File: src/rtl/intan_pack.sv
// Drains the intan channel FIFOs (ch1 first, then ch0) into one framed byte stream:
// HD0 HD1 TYPE payload CHECKSUM. Runs in the fifoi read-clock domain.
module intan_pack #(
  parameter logic [15:0] TMO = 16'd1000,
  parameter logic [7:0]  HD0 = 8'h55,
  parameter logic [7:0]  HD1 = 8'hAA
) (
  input  logic        clk,
  input  logic        rst,
  input  logic        fs,
  output logic        fd,
  output logic        err,
  input  logic [1:0]  dev_type,
  input  logic [15:0] fifoi_rxd,
  input  logic [1:0]  fifoi_empty,
  output logic [1:0]  fifoi_rxen,
  output logic [7:0]  tx_d,
  output logic        tx_en,
  input  logic        tx_full,
  output logic [7:0]  so
);

  typedef enum logic [7:0] {
    S_IDLE  = 8'h01,
    S_WAIT  = 8'h02,
    S_HEAD0 = 8'h04,
    S_HEAD1 = 8'h08,
    S_TYPE  = 8'h10,
    S_RD1   = 8'h20,
    S_RD0   = 8'h40,
    S_SUM   = 8'h80,
    S_DONE  = 8'h81
  } state_t;

  state_t      r_state, w_next;
  logic [1:0]  r_dev;
  logic [11:0] r_rem1, r_rem0;
  logic [7:0]  r_sum;
  logic        r_err;
  logic [1:0]  r_vld;
  logic [15:0] r_tmo;
  logic [7:0]  r_tx_d;
  logic        r_tx_en;
  logic [1:0]  w_rxen;
  logic        w_starve;
  logic        w_tmo_hit;
  logic [15:0] w_tmo_nxt;

  assign w_tmo_nxt  = r_tmo + 16'd1;
  assign fifoi_rxen = w_rxen;
  assign fd         = (r_state == S_DONE);
  assign err        = r_err;
  assign tx_d       = r_tx_d;
  assign tx_en      = r_tx_en;
  assign so         = r_state;

  always_ff @(posedge clk or negedge rst) begin
    if (!rst) r_state <= S_IDLE;
    else      r_state <= w_next;
  end

  // A read issued on the last remaining count lands on the same edge as the
  // advance, so rem==0 is enough to leave a read state.
  always_comb begin
    w_next    = r_state;
    w_rxen    = 2'b00;
    w_starve  = 1'b0;
    w_tmo_hit = 1'b0;
    case (r_state)
      S_IDLE:  w_next = S_WAIT;
      S_WAIT:  if (fs) w_next = S_HEAD0;
      S_HEAD0: if (!tx_full) w_next = S_HEAD1;
      S_HEAD1: if (!tx_full) w_next = S_TYPE;
      S_TYPE:  if (!tx_full) w_next = S_RD1;
      S_RD1: begin
        w_rxen[1] = (r_rem1 != 12'd0) && !fifoi_empty[1] && !tx_full;
        w_starve  = (r_rem1 != 12'd0) && fifoi_empty[1];
        w_tmo_hit = w_starve && (w_tmo_nxt == TMO);
        if (r_rem1 == 12'd0) w_next = S_RD0;
        else if (w_tmo_hit)  w_next = S_DONE;
      end
      S_RD0: begin
        w_rxen[0] = (r_rem0 != 12'd0) && !fifoi_empty[0] && !tx_full;
        w_starve  = (r_rem0 != 12'd0) && fifoi_empty[0];
        w_tmo_hit = w_starve && (w_tmo_nxt == TMO);
        if (r_rem0 == 12'd0) w_next = S_SUM;
        else if (w_tmo_hit)  w_next = S_DONE;
      end
      S_SUM:   if (!tx_full) w_next = S_DONE;
      S_DONE:  if (!fs) w_next = S_WAIT;
      default: w_next = S_IDLE;
    endcase
  end

  always_ff @(posedge clk or negedge rst) begin
    if (!rst) begin
      r_dev   <= 2'b00;
      r_rem1  <= 12'd0;
      r_rem0  <= 12'd0;
      r_sum   <= 8'd0;
      r_err   <= 1'b0;
      r_vld   <= 2'b00;
      r_tmo   <= 16'd0;
      r_tx_d  <= 8'd0;
      r_tx_en <= 1'b0;
    end else begin
      r_tx_en <= 1'b0;
      r_vld   <= w_rxen;
      if ((w_rxen != 2'b00) || (w_next != r_state)) r_tmo <= 16'd0;
      else if (w_starve)                            r_tmo <= w_tmo_nxt;
      if (w_tmo_hit) r_err <= 1'b1;
      case (r_state)
        S_WAIT: if (fs) begin
          r_dev  <= dev_type;
          r_rem1 <= (dev_type == 2'b00) ? 12'd0 : (dev_type == 2'b01) ? 12'h020 : 12'h040;
          r_rem0 <= (dev_type == 2'b11) ? 12'h040 : 12'd0;
          r_sum  <= 8'd0;
          r_err  <= 1'b0;
        end
        S_HEAD0: if (!tx_full) begin r_tx_en <= 1'b1; r_tx_d <= HD0; end
        S_HEAD1: if (!tx_full) begin r_tx_en <= 1'b1; r_tx_d <= HD1; end
        S_TYPE: if (!tx_full) begin
          r_tx_en <= 1'b1;
          r_tx_d  <= {6'b0, r_dev};
          r_sum   <= r_sum + {6'b0, r_dev};
        end
        S_RD1: if (w_rxen[1]) r_rem1 <= r_rem1 - 12'd1;
        S_RD0: if (w_rxen[0]) r_rem0 <= r_rem0 - 12'd1;
        S_SUM: if (!tx_full) begin r_tx_en <= 1'b1; r_tx_d <= r_sum; end
        default: ;
      endcase
      // Returning read data is written even under tx_full; downstream keeps a slot for it.
      if (r_vld[1]) begin
        r_tx_en <= 1'b1;
        r_tx_d  <= fifoi_rxd[15:8];
        r_sum   <= r_sum + fifoi_rxd[15:8];
      end else if (r_vld[0]) begin
        r_tx_en <= 1'b1;
        r_tx_d  <= fifoi_rxd[7:0];
        r_sum   <= r_sum + fifoi_rxd[7:0];
      end
    end
  end

endmodule
File: config.mk
export PLATFORM = sky130hd
export DESIGN_NAME = intan_pack
export DESIGN_NICKNAME = d
export VERILOG_FILES = /design/src/rtl/intan_pack.sv
export SDC_FILE = /design/constraint.sdc
export NUM_CORES = 1
export LEC_CHECK = 0
export BUFFER_PORTS_ARGS = -buffer_cell sky130_fd_sc_hd__buf_2
export CAP_MARGIN = 20
export CELL_PAD_IN_SITES_DETAIL_PLACEMENT = 0
export CELL_PAD_IN_SITES_GLOBAL_PLACEMENT = 1
export CORE_MARGIN = 3
export CORE_UTILIZATION = 46
export DETAILED_ROUTE_END_ITERATION = 7
export HOLD_SLACK_MARGIN = 0.15
export PLACE_DENSITY = 0.86
export REMOVE_ABC_BUFFERS = 1
export SKIP_LAST_GASP = 1
export SLEW_MARGIN = 20
export SYNTH_ARGS = -nofsm -noshare
export SYNTH_HDL_FRONTEND = slang
export SYNTH_SLANG_ARGS = --single-unit
export TNS_END_PERCENT = 100
File: constraint.sdc
create_clock -name clk -period 3.8 [get_ports clk]
set_input_delay 0.95 -clock clk [delete_from_list [all_inputs] [get_ports clk]]
set_output_delay 0.95 -clock clk [all_outputs]
set_load 0.01 [all_outputs]
==> out/results.ini <==
[placement]
hpwlAfterDp_um=8390
port_buffers=44
place_area_mm2=0.00516
gp_congestion=0.892

[grt]
grt_pass1_wl_um=19300
grt_usage=0.204
use_met1=0.294
met2_usage=0.320
met3_usage=0.0269
gr-total-overflow=0
grt_pass1_vias=3972
busiest_layer=met2
grt_max_degree=41
antenna_found_initial=0

[yosys]
yosysSeqAreaShare=0.364
syn-cell-area_mm2=0.00482
synth_top_area_frac=0.359
synth_area_per_cell_um2=8.55
ys_ff_latch=70
synth_top_cell_by_area=dfrtp_1
synthCells=563
synthArstFlopShare=1.00
synthTopCellsByArea=dfrtp_1 (36%), nor2_1 (5.5%), ha_1 (5.2%)
ys_types=67
synth_ff_type=dfrtp_1
yosys_warnings=0
synth-edff-count=0

[pwr]
total_power_mw=2.32
powerDensity_mw_per_mm2=431
p_leak_nw=2.49
ir_drop_mv=0.309

[setup_path]
path_buf_inv=3
critPathKind=reg2out
crit_chain=inv_1 > ha_1 > or3b_1 > or4_1 > or2_1 > nand2_1 > inv_1 > buf_2
worstPathMaxFanout=9
start_kind=flip-flop
cp_top_family=simple AND/OR/NAND/NOR gates
critPathMostFrequentCell=inv_1
worstPathArrival_ns=2.56
crit_slowest_cell=dfrtp_1
required_ns=2.85
cpPeakStageDelay_ns=0.40
endpoint_kind=output pin

[clock_network]
clk_latency_ns=0.35
cts_setup_buffers=0
ctsResizeCount=0
cts_tree=built
cts-root-buf=clkbuf_8
holdBufCountCts=0
path_clk_slew_ns=0.07
cts.htree.levels=3
cts_buffers=9
clock-sinks=70
clockBufferDepth=2

[route]
drc=0
drt_iter0_drc=238
post_drt_wl_per_cell_um=15.5
via_per_inst=5.66
vias=4182
drt_wl_total_um=11400
postRouteAntennaNets=0
dr.pass1.iters=5

[floorplan]
initial_core_util=0.484
die_w_um=108
io_pins=45
core-area_mm2=0.00995
rows=36
die_height_um=108
die-area_mm2=0.0117

[timing]
worst_pin_slew_ns=0.793
fin_hold_ws_ns=0.471
min_period_ns=3.51
setup_tns_ns=0
final.period_utilization=0.925
slew_headroom=0.468
rsz0062_at_grt=no
final-setup-viol-count=0
skew_ns=0.0139
max_freq_ghz=0.285
finalMaxSlewViolations=0
hold_viol_final=0

[hold_path]
hp-class=reg2reg

[layout]
final_area_mm2=0.00540
n_antenna_cell=0
layout-drive-gt1-share=0.144
fin_nets=648
synthToLayoutAreaGrowth_pct=12.1

[job]
cap_violations=0

[outcome]
status=finished, final reports clean

## Yosys cell counts, types with 4 or more instances
master,instances
a211oi_1,4
a21o_1,8
a21oi_1,38
and2_1,6
and3_1,10
and4_1,6
clkbuf_1,18
dfrtp_1,69
ha_1,20
inv_1,21
mux2_2,5
mux2i_1,7
nand2_1,51
nand2b_1,6
nand3_1,19
nand4_1,5
nor2_1,71
nor2b_1,8
nor3_1,14
nor3b_1,7
nor4_1,7
o211ai_1,4
o21ai_0,36
o21bai_1,4
or3_1,7
xnor2_1,26
xor2_1,25
## stage by stage
| stage | util | std cells | worst slack, ns |
|---|---|---|---|
| after floorplan | - | 540 | 0.858 |
| after global placement | 0.519 | 723 | 0.611 |
| after detailed placement | 0.519 | 723 | 0.549 |
| after CTS | 0.542 | 739 | 0.266 |
| after global routing | 0.542 | 739 | 0.0842 |
| final | 0.542 | 739 | 0.285 |
## worst min-delay path, stage by stage (launching register included)
cell and delay [ns]:
dfrtp_1 0.34, nand2_1 0.04, o21ai_0 0.05
## report_power, final
group          internal (mW)  switching (mW)  total [mW]  leakage (nW)
Combinational          0.272           0.402       0.673          1.42
Sequential             0.842           0.111       0.953         0.949
Clock                  0.406           0.292       0.697         0.116
Total                   1.52           0.804        2.32          2.49
## registers in the layout, indices dropped and copies added (netlist names)
name    flops
r_sum       8
tx_en       1
r_rem1     12
r_vld       2
so          8
tx_d        8
r_dev       2
err         1
r_rem0     12
r_tmo      16
## kinds of logic (layout without fill, tap and decap cells)
logic type,count (synthesis),in the layout,synth area share
buffers and inverters,44,87,0.0364
and+or+nand+nor,244,244,0.266
muxes,12,12,0.0262
xor gates and xnor gates,51,51,0.0928
AOI/OAI and AO/OA,119,119,0.150
DFF,70,70,0.364
adders and majority gates,23,23,0.0644
## layout by cell type, fill, tap and decap left out, types with 20 or more instances in the layout
| cell | instances |
|---|---|
| xnor2_1 | 26 |
| nand2_1 | 51 |
| a21oi_1 | 38 |
| dfrtp_1 | 69 |
| inv_1 | 21 |
| o21ai_0 | 36 |
| buf_2 | 44 |
| nor2_1 | 71 |
| ha_1 | 20 |
| xor2_1 | 25 |
## final timing paths
| path | slack, ns | depth (start not counted) | end | from |
|---|---|---|---|---|
| setup / recovery | 0.29 | 8 | fifoi_rxen[0] | r_rem0[0]$_DFFE_PN0P_ |
| hold / removal | 0.47 | 2 | tx_d[7]$_DFFE_PN0P_ | tx_d[7]$_DFFE_PN0P_ |
| setup reg to reg | 0.53 | 10 | r_tmo[6]$_DFFE_PN0P_ | r_rem0[0]$_DFFE_PN0P_ |
| hold reg to reg | 0.47 | 2 | tx_d[7]$_DFFE_PN0P_ | tx_d[7]$_DFFE_PN0P_ |
| max in group asynchronous | 2.42 | 2 | so[0]$_DFF_PN1_ | rst |
| min in group asynchronous | 0.66 | 1 | r_tmo[11]$_DFFE_PN0P_ | rst |
## metal layers
metal	vias up	part of all wire
met3	14	0.046
met1	1987	0.49
met4	0	0.014
li1	2063	-
met5	-	0
met2	118	0.45
## final cells by class
class	instances	area (um2)
Clock inverter	5	81.3
Sequential cell	70	1750
Clock buffer	11	151
Tap cell	133	166
Inverter	21	78.8
Multi-Input combinational cell	449	2890
Timing Repair Buffer	50	278
Fill cell	903	4560
No activity file was read; power rests on OpenSTA's default activity.
